[src/rtl/uart_pkg.sv]
// Shared definitions for the 8N1 UART byte engine: bit-period math,
// ASCII constants used by the receive-side decoder and FSM encodings.
package uart_pkg;

   localparam logic [7:0] ASCII_CR   = 8'h0D;
   localparam logic [7:0] ASCII_LF   = 8'h0A;
   localparam logic [7:0] ASCII_W_UP = 8'h57;
   localparam logic [7:0] ASCII_W_LO = 8'h77;
   localparam logic [7:0] ASCII_R_UP = 8'h52;
   localparam logic [7:0] ASCII_R_LO = 8'h72;
   localparam logic [7:0] ASCII_ZERO = 8'h30;
   localparam logic [7:0] ASCII_A_UP = 8'h41;
   localparam logic [7:0] ASCII_A_LO = 8'h61;

   typedef enum logic [1:0] {
      TX_IDLE,
      TX_START,
      TX_DATA,
      TX_STOP
   } tx_state_t;

   typedef enum logic [2:0] {
      RX_IDLE,
      RX_START,
      RX_DATA,
      RX_STOP,
      RX_WAIT_HIGH
   } rx_state_t;

   // Bit period in clock cycles, rounded to nearest.
   function automatic int calc_bit_period(input int f_ck, input int baud);
      return (f_ck + baud / 2) / baud;
   endfunction

   // Hex digit value of an ASCII character; anything that is not a hex digit maps to 0.
   function automatic logic [3:0] ascii_hex(input logic [7:0] b);
      logic [3:0] value;
      value = 4'h0;
      if (b >= ASCII_ZERO && b <= 8'h39) begin
         value = 4'(b - ASCII_ZERO);
      end else if (b >= ASCII_A_UP && b <= 8'h46) begin
         value = 4'(b - ASCII_A_UP + 8'd10);
      end else if (b >= ASCII_A_LO && b <= 8'h66) begin
         value = 4'(b - ASCII_A_LO + 8'd10);
      end
      return value;
   endfunction

endpackage

[src/rtl/uart_txrx_core_if.sv]
// Parser-side bundle of the UART byte engine: TX byte handshake,
// serial pins and the received byte with its classification flags.
interface uart_txrx_core_if;

   logic [7:0] BYTEs_i;
   logic       REQ_i;
   logic       TXD_o;
   logic       STB_o;
   logic       RXD_i;
   logic [7:0] BYTEs_o;
   logic [3:0] HEXs_o;
   logic       CRLF_DET_o;
   logic       W_DET_o;
   logic       R_DET_o;
   logic       DONE_o;

   modport master (
      output BYTEs_i, REQ_i, RXD_i,
      input  TXD_o, STB_o, BYTEs_o, HEXs_o, CRLF_DET_o, W_DET_o, R_DET_o, DONE_o
   );

   modport slave (
      input  BYTEs_i, REQ_i, RXD_i,
      output TXD_o, STB_o, BYTEs_o, HEXs_o, CRLF_DET_o, W_DET_o, R_DET_o, DONE_o
   );

endinterface

[src/rtl/uart_bit_timer.sv]
// Free-running bit-period down-counter. A load restarts the period;
// full_tick marks the end of a period, half_tick its midpoint.
module uart_bit_timer #(
   parameter int N = 10
) (
   input  logic clk,
   input  logic rst_n,
   input  logic load,
   output logic full_tick,
   output logic half_tick
);

   localparam int           W    = $clog2(N);
   localparam logic [W-1:0] LAST = W'(N - 1);
   localparam logic [W-1:0] HALF = W'(N - N / 2);

   logic [W-1:0] count;

   // Count down from N-1 and wrap, so ticks recur every N cycles after a load.
   always_ff @(posedge clk) begin
      if (!rst_n) begin
         count <= LAST;
      end else if (load || count == '0) begin
         count <= LAST;
      end else begin
         count <= count - W'(1);
      end
   end

   assign full_tick = (count == '0);
   assign half_tick = (count == HALF);

endmodule

[src/rtl/uart_txrx_core.sv]
// 8N1 UART byte engine with independent TX and RX paths.
// Optional macro UART_RX_ASCII_DECODE_EN builds the ASCII hex/flag
// decoder on the received byte; without it those outputs read 0.
module uart_txrx_core
   import uart_pkg::*;
#(
   parameter int C_F_CK = 135_000_000,
   parameter int C_BAUD = 31_250
) (
   input logic              CK_i,
   input logic              XARST_i,
   uart_txrx_core_if.slave  bus
);

   localparam int N = calc_bit_period(C_F_CK, C_BAUD);

   tx_state_t  tx_state;
   logic [7:0] tx_shift;
   logic [2:0] tx_bit;
   logic       txd;
   logic       stb;
   logic       tx_load;
   logic       tx_full;
   logic       tx_half_unused;

   rx_state_t  rx_state;
   logic [7:0] rx_shift;
   logic [2:0] rx_bit;
   logic [7:0] rx_byte;
   logic       done;
   logic       rx_load;
   logic       rx_full;
   logic       rx_half;

`ifdef UART_RX_ASCII_DECODE_EN
   logic [3:0] hex_q;
   logic       crlf_q;
   logic       w_q;
   logic       r_q;
`endif

   assign tx_load = (tx_state == TX_IDLE) && bus.REQ_i;

   uart_bit_timer #(.N(N)) u_tx_timer (
      .clk       (CK_i),
      .rst_n     (XARST_i),
      .load      (tx_load),
      .full_tick (tx_full),
      .half_tick (tx_half_unused)
   );

   // TX frame sequencer: latch byte on acceptance, then shift start, 8 data bits LSB first and stop.
   always_ff @(posedge CK_i) begin
      if (!XARST_i) begin
         tx_state <= TX_IDLE;
         tx_shift <= '0;
         tx_bit   <= '0;
         txd      <= 1'b1;
         stb      <= 1'b1;
      end else begin
         case (tx_state)
            TX_IDLE: begin
               if (bus.REQ_i) begin
                  tx_shift <= bus.BYTEs_i;
                  txd      <= 1'b0;
                  stb      <= 1'b0;
                  tx_state <= TX_START;
               end
            end
            TX_START: begin
               if (tx_full) begin
                  txd      <= tx_shift[0];
                  tx_shift <= {1'b0, tx_shift[7:1]};
                  tx_bit   <= '0;
                  tx_state <= TX_DATA;
               end
            end
            TX_DATA: begin
               if (tx_full) begin
                  if (tx_bit == 3'd7) begin
                     txd      <= 1'b1;
                     tx_state <= TX_STOP;
                  end else begin
                     txd      <= tx_shift[0];
                     tx_shift <= {1'b0, tx_shift[7:1]};
                     tx_bit   <= tx_bit + 3'd1;
                  end
               end
            end
            TX_STOP: begin
               if (tx_full) begin
                  stb      <= 1'b1;
                  tx_state <= TX_IDLE;
               end
            end
            default: tx_state <= TX_IDLE;
         endcase
      end
   end

   // The RX timer restarts on the first low sample and again at the start-bit midpoint,
   // so every later full tick lands in the middle of a bit.
   assign rx_load = ((rx_state == RX_IDLE) && !bus.RXD_i) ||
                    ((rx_state == RX_START) && rx_half);

   uart_bit_timer #(.N(N)) u_rx_timer (
      .clk       (CK_i),
      .rst_n     (XARST_i),
      .load      (rx_load),
      .full_tick (rx_full),
      .half_tick (rx_half)
   );

   // RX frame sampler: validate start bit, shift in data LSB first, commit only on a good stop bit.
   always_ff @(posedge CK_i) begin
      if (!XARST_i) begin
         rx_state <= RX_IDLE;
         rx_shift <= '0;
         rx_bit   <= '0;
         rx_byte  <= '0;
         done     <= 1'b0;
`ifdef UART_RX_ASCII_DECODE_EN
         hex_q    <= '0;
         crlf_q   <= 1'b0;
         w_q      <= 1'b0;
         r_q      <= 1'b0;
`endif
      end else begin
         done <= 1'b0;
         case (rx_state)
            RX_IDLE: begin
               if (!bus.RXD_i) begin
                  rx_state <= RX_START;
               end
            end
            RX_START: begin
               if (rx_half) begin
                  if (bus.RXD_i) begin
                     rx_state <= RX_IDLE;
                  end else begin
                     rx_bit   <= '0;
                     rx_state <= RX_DATA;
                  end
               end
            end
            RX_DATA: begin
               if (rx_full) begin
                  rx_shift <= {bus.RXD_i, rx_shift[7:1]};
                  if (rx_bit == 3'd7) begin
                     rx_state <= RX_STOP;
                  end else begin
                     rx_bit <= rx_bit + 3'd1;
                  end
               end
            end
            RX_STOP: begin
               if (rx_full) begin
                  if (bus.RXD_i) begin
                     rx_byte  <= rx_shift;
                     done     <= 1'b1;
`ifdef UART_RX_ASCII_DECODE_EN
                     hex_q    <= ascii_hex(rx_shift);
                     crlf_q   <= (rx_shift == ASCII_CR) || (rx_shift == ASCII_LF);
                     w_q      <= (rx_shift == ASCII_W_UP) || (rx_shift == ASCII_W_LO);
                     r_q      <= (rx_shift == ASCII_R_UP) || (rx_shift == ASCII_R_LO);
`endif
                     rx_state <= RX_IDLE;
                  end else begin
                     rx_state <= RX_WAIT_HIGH;
                  end
               end
            end
            RX_WAIT_HIGH: begin
               if (bus.RXD_i) begin
                  rx_state <= RX_IDLE;
               end
            end
            default: rx_state <= RX_IDLE;
         endcase
      end
   end

   assign bus.TXD_o   = txd;
   assign bus.STB_o   = stb;
   assign bus.BYTEs_o = rx_byte;
   assign bus.DONE_o  = done;

`ifdef UART_RX_ASCII_DECODE_EN
   assign bus.HEXs_o     = hex_q;
   assign bus.CRLF_DET_o = crlf_q;
   assign bus.W_DET_o    = w_q;
   assign bus.R_DET_o    = r_q;
`else
   assign bus.HEXs_o     = 4'h0;
   assign bus.CRLF_DET_o = 1'b0;
   assign bus.W_DET_o    = 1'b0;
   assign bus.R_DET_o    = 1'b0;
`endif

endmodule

[src/flat_wrapper.sv]
// flat-port wrapper written by rule: the top's interface ports become plain ports
module uart_txrx_core_flat import uart_pkg::*;
#(
   parameter int C_F_CK = 135_000_000,
   parameter int C_BAUD = 31_250
)
  (CK_i, XARST_i, bus_BYTEs_i, bus_REQ_i, bus_RXD_i, bus_TXD_o, bus_STB_o, bus_BYTEs_o, bus_HEXs_o, bus_CRLF_DET_o, bus_W_DET_o, bus_R_DET_o, bus_DONE_o);
  uart_txrx_core_if bus_i ();
  input logic CK_i;
  input logic XARST_i;
  input wire logic [$bits(bus_i.BYTEs_i)-1:0] bus_BYTEs_i;
  input wire logic [$bits(bus_i.REQ_i)-1:0] bus_REQ_i;
  input wire logic [$bits(bus_i.RXD_i)-1:0] bus_RXD_i;
  output wire logic [$bits(bus_i.TXD_o)-1:0] bus_TXD_o;
  output wire logic [$bits(bus_i.STB_o)-1:0] bus_STB_o;
  output wire logic [$bits(bus_i.BYTEs_o)-1:0] bus_BYTEs_o;
  output wire logic [$bits(bus_i.HEXs_o)-1:0] bus_HEXs_o;
  output wire logic [$bits(bus_i.CRLF_DET_o)-1:0] bus_CRLF_DET_o;
  output wire logic [$bits(bus_i.W_DET_o)-1:0] bus_W_DET_o;
  output wire logic [$bits(bus_i.R_DET_o)-1:0] bus_R_DET_o;
  output wire logic [$bits(bus_i.DONE_o)-1:0] bus_DONE_o;
  assign bus_i.BYTEs_i = bus_BYTEs_i;
  assign bus_i.REQ_i = bus_REQ_i;
  assign bus_i.RXD_i = bus_RXD_i;
  assign bus_TXD_o = bus_i.TXD_o;
  assign bus_STB_o = bus_i.STB_o;
  assign bus_BYTEs_o = bus_i.BYTEs_o;
  assign bus_HEXs_o = bus_i.HEXs_o;
  assign bus_CRLF_DET_o = bus_i.CRLF_DET_o;
  assign bus_W_DET_o = bus_i.W_DET_o;
  assign bus_R_DET_o = bus_i.R_DET_o;
  assign bus_DONE_o = bus_i.DONE_o;
  uart_txrx_core #(.C_F_CK(C_F_CK), .C_BAUD(C_BAUD)) u_core (.CK_i(CK_i), .XARST_i(XARST_i), .bus(bus_i));
endmodule
[config.mk]
export PLATFORM = sky130hd
export DESIGN_NAME = uart_txrx_core_flat
export DESIGN_NICKNAME = d
export VERILOG_FILES = /design/src/rtl/uart_pkg.sv /design/src/rtl/uart_txrx_core_if.sv /design/src/rtl/uart_bit_timer.sv /design/src/rtl/uart_txrx_core.sv /design/src/flat_wrapper.sv
export SDC_FILE = /design/constraint.sdc
export NUM_CORES = 1
export LEC_CHECK = 0
export BUFFER_PORTS_ARGS = -buffer_cell sky130_fd_sc_hd__buf_2
export CORE_AREA = 2 2 93 95
export CTS_BUF_LIST = sky130_fd_sc_hd__clkbuf_8
export CTS_CLUSTER_DIAMETER = 120
export CTS_CLUSTER_SIZE = 24
export DETAILED_ROUTE_END_ITERATION = 6
export DIE_AREA = 0 0 95 97
export GPL_TIMING_DRIVEN = 0
export PLACE_DENSITY = 0.63
export SLEW_MARGIN = 20
export SYNTH_ARGS = -nofsm -noshare
export SYNTH_HDL_FRONTEND = slang
export SYNTH_HIERARCHICAL = 1
export SYNTH_SLANG_ARGS = --single-unit
[constraint.sdc]
create_clock -name CK_i -period 3 [get_ports CK_i]
set_input_delay 0.6 -clock CK_i [delete_from_list [all_inputs] [get_ports CK_i]]
set_output_delay 0.6 -clock CK_i [all_outputs]
set_load 0.01 [all_outputs]
==> metrics <==
run status=completed; Synthesis Warnings=6; count of vias placed by the detailed router=2,585; number of H-tree levels=3; Mapped Area=0.00321 mm²; floorplan die area=0.00922 mm²; class of the most critical hold timing path=flip-flop to flip-flop; number of global-route vias before repair=2,397; DIE WIDTH=95 µm; leakage power figure=1.43 nW; internal power=1.69 mW; Routed WL=6070 µm; clock share of power=0.341; Clk pin slew, worst setup/hold paths=0.07 ns; FMAX=362 MHz; CP cell instances=inv_1 -> ha_1 -> or4b_2 -> nor3_1 -> nand4b_1 -> o21ai_0 -> a21oi_1; I/O pin count=30; dominant delay contributor by cell family on the critical path=simple AND/OR/NAND/NOR gates; remaining global-route overflow=0; clk root buf=sky130_fd_sc_hd__clkbuf_8; post-detailed-route wirelength per cell=12.1 µm; Combinational Power Share=0.248; Cells after Synth=351; crit-path max FO=9; Period Utilization, post-route=0.922; max-slew violation count=0; Critical-path top delay cell=sky130_fd_sc_hd__or4b_2; max_slew headroom=0.561; kind of capture point of the worst setup path=flip-flop; estimated wirelength of the detail-placed design=4240 µm; maximum vdd drop=0.000302 V; hold_buf cts=0; required time worst endpoint=3.20 ns; sequential share of power=0.411; # DRC=0; RSZ-0062 raised after global routing=false; TritonCTS clock tree=built; drt first-iter violations=108; PwrDens=648 mW/mm²; number of standard-cell rows in the floorplan=33; Port Buffers=22; clock sink total=64; aggregate global-route resource usage=0.138; setup bufs post-CTS=0; detail-routed via count per cell=5.17; routability cong.=0.748; maximum clock path buffer count=2; total of endpoints with negative setup slack in the final report=0; Total Negative Setup Slacks=0 ns; starting utilization of the core area=0.394; Resized cells post-CTS=0; standard cell core area=0.00813 mm²; Total Nets Final=414; data arrival time of the critical path=2.97 ns; maximum number of pins on one net before global-route repair=13; Maximum Capacitance Violations=0; vertical die dimension=97 µm; Critical Path Source Type=flip-flop; switching share of power=0.293; Largest stage delay, worst path=0.66 ns; Worst Clk Skew=0.00817 ns; post-detailed-route count of antenna-violating nets=0; TritonCTS buffer count=9; Antenna Diode Count=0; ratio of cells with drive above 1 in the final layout=0.208; switching component of the power=0.701 mW; hold violation count in the final report=0; minimum hold slack=0.408 ns; average size of a mapped cell=9.14 µm²; clock insertion delay at the later pin of the skew report=0.33 ns; initial antenna violation count=0; Worst Max-Slew Pin Slew=0.653 ns; kind of critical path=flip-flop to flip-flop; final critical-path required period=2.77 ns; count of buffer and inverter cells on the critical path=1; area growth from synthesis to final layout=15.1%; Pre-antenna DRT Iters=5; global-route wire length before repair=10,400 µm
power groups by stage:
stage          Clock [mW]  Sequential, mW  Combinational [mW]
2_1_floorplan           0           0.994               0.490
3_3_place_gp            0           0.998               0.584
3_5_place_dp            0            1.00               0.594
4_1_cts             0.839           0.982               0.597
5_1_grt             0.876           0.995               0.654
6_report            0.815           0.982               0.593
worst reg2reg max path: stages, from the launching register on:
cell	delay, ns
sky130_fd_sc_hd__dfxtp_1	0.33
sky130_fd_sc_hd__inv_1	0.08
sky130_fd_sc_hd__ha_1	0.14
sky130_fd_sc_hd__or4b_2	0.66
sky130_fd_sc_hd__nor3_1	0.59
sky130_fd_sc_hd__nand4b_1	0.44
sky130_fd_sc_hd__o21ai_0	0.29
sky130_fd_sc_hd__a21oi_1	0.09
state kept, by name (all words and copies together), names as in the netlist:
register                 flops
u_core/bus.BYTEs_o           8
u_core/bus.DONE_o            1
u_core/bus.STB_o             1
u_core/bus.TXD_o             1
u_core/rx_bit                3
u_core/rx_shift              8
u_core/rx_state              3
u_core/tx_bit                3
u_core/tx_shift              8
u_core/tx_state              2
u_core/u_rx_timer/count     13
u_core/u_tx_timer/count     13
per-stage QoR:
| step | cell area [µm²] | setup WS (ns) | total power [mW] | instances | utilization |
|---|---|---|---|---|---|
| 2_1_floorplan | 3230 | 0.586 | 1.48 | 357 | - |
| 3_3_place_gp | 3470 | 0.311 | 1.58 | 484 | 0.427 |
| 3_5_place_dp | 3470 | 0.305 | 1.59 | 484 | 0.427 |
| 4_1_cts | 3690 | 0.272 | 2.42 | 500 | 0.454 |
| 5_1_grt | 3690 | 0.0489 | 2.53 | 500 | 0.454 |
| 6_report | 3690 | 0.234 | 2.39 | 500 | 0.454 |
placed cells by master (no fill, tap or decap), drive strengths merged, types with 2 or more instances in the layout:
master	instances
nand4bb	2
nor2b	2
or2	2
nor3	8
a21oi	27
or4b	4
mux2i	18
conb	7
xnor2	2
nor2	15
dfxtp	64
clkbuf	18
o41ai	2
nand3b	4
or3b	2
o311ai	3
inv	14
o31ai	14
clkinv	6
nand3	19
o21ai	19
buf	41
nand2b	2
nand2	32
or3	10
a21o	2
o311a	2
mux2	7
nor3b	2
or4	16
ha	12
bufinv	2
xor2	2
layer usage:
layer / share of wire / global-route usage / wire length [µm]
met1: 0.50 / 0.178 / 3030
met4: 0.0096 / 0.0669 / 58
met5: 0 / 0 / 0
met3: 0.025 / 0.0312 / 151
met2: 0.47 / 0.214 / 2830
final cells by class:
cell class	count	area, µm²
fillers	776	4440
plain buffers	28	183
clock inverters	7	96.3
well taps	105	131
repair buffers	22	110
clock buffers	9	124
inverters	15	56.3
flip-flops and latches	64	1280
multi-input cells	250	1710
worst paths after layout:
kind | depth (start not counted) | slack [ns] | end | start
worst min register to register | 1 | 0.41 | u_core/u_tx_timer/count[0] | u_core/u_tx_timer/count[0]
worst max-delay path | 7 | 0.23 | u_core/bus.BYTEs_o[1] | u_core/u_rx_timer/count[0]
worst max register to register | 7 | 0.23 | u_core/bus.BYTEs_o[1] | u_core/u_rx_timer/count[0]
worst min-delay path | 1 | 0.41 | u_core/u_tx_timer/count[0] | u_core/u_tx_timer/count[0]
(Power assumes the default switching activity.)
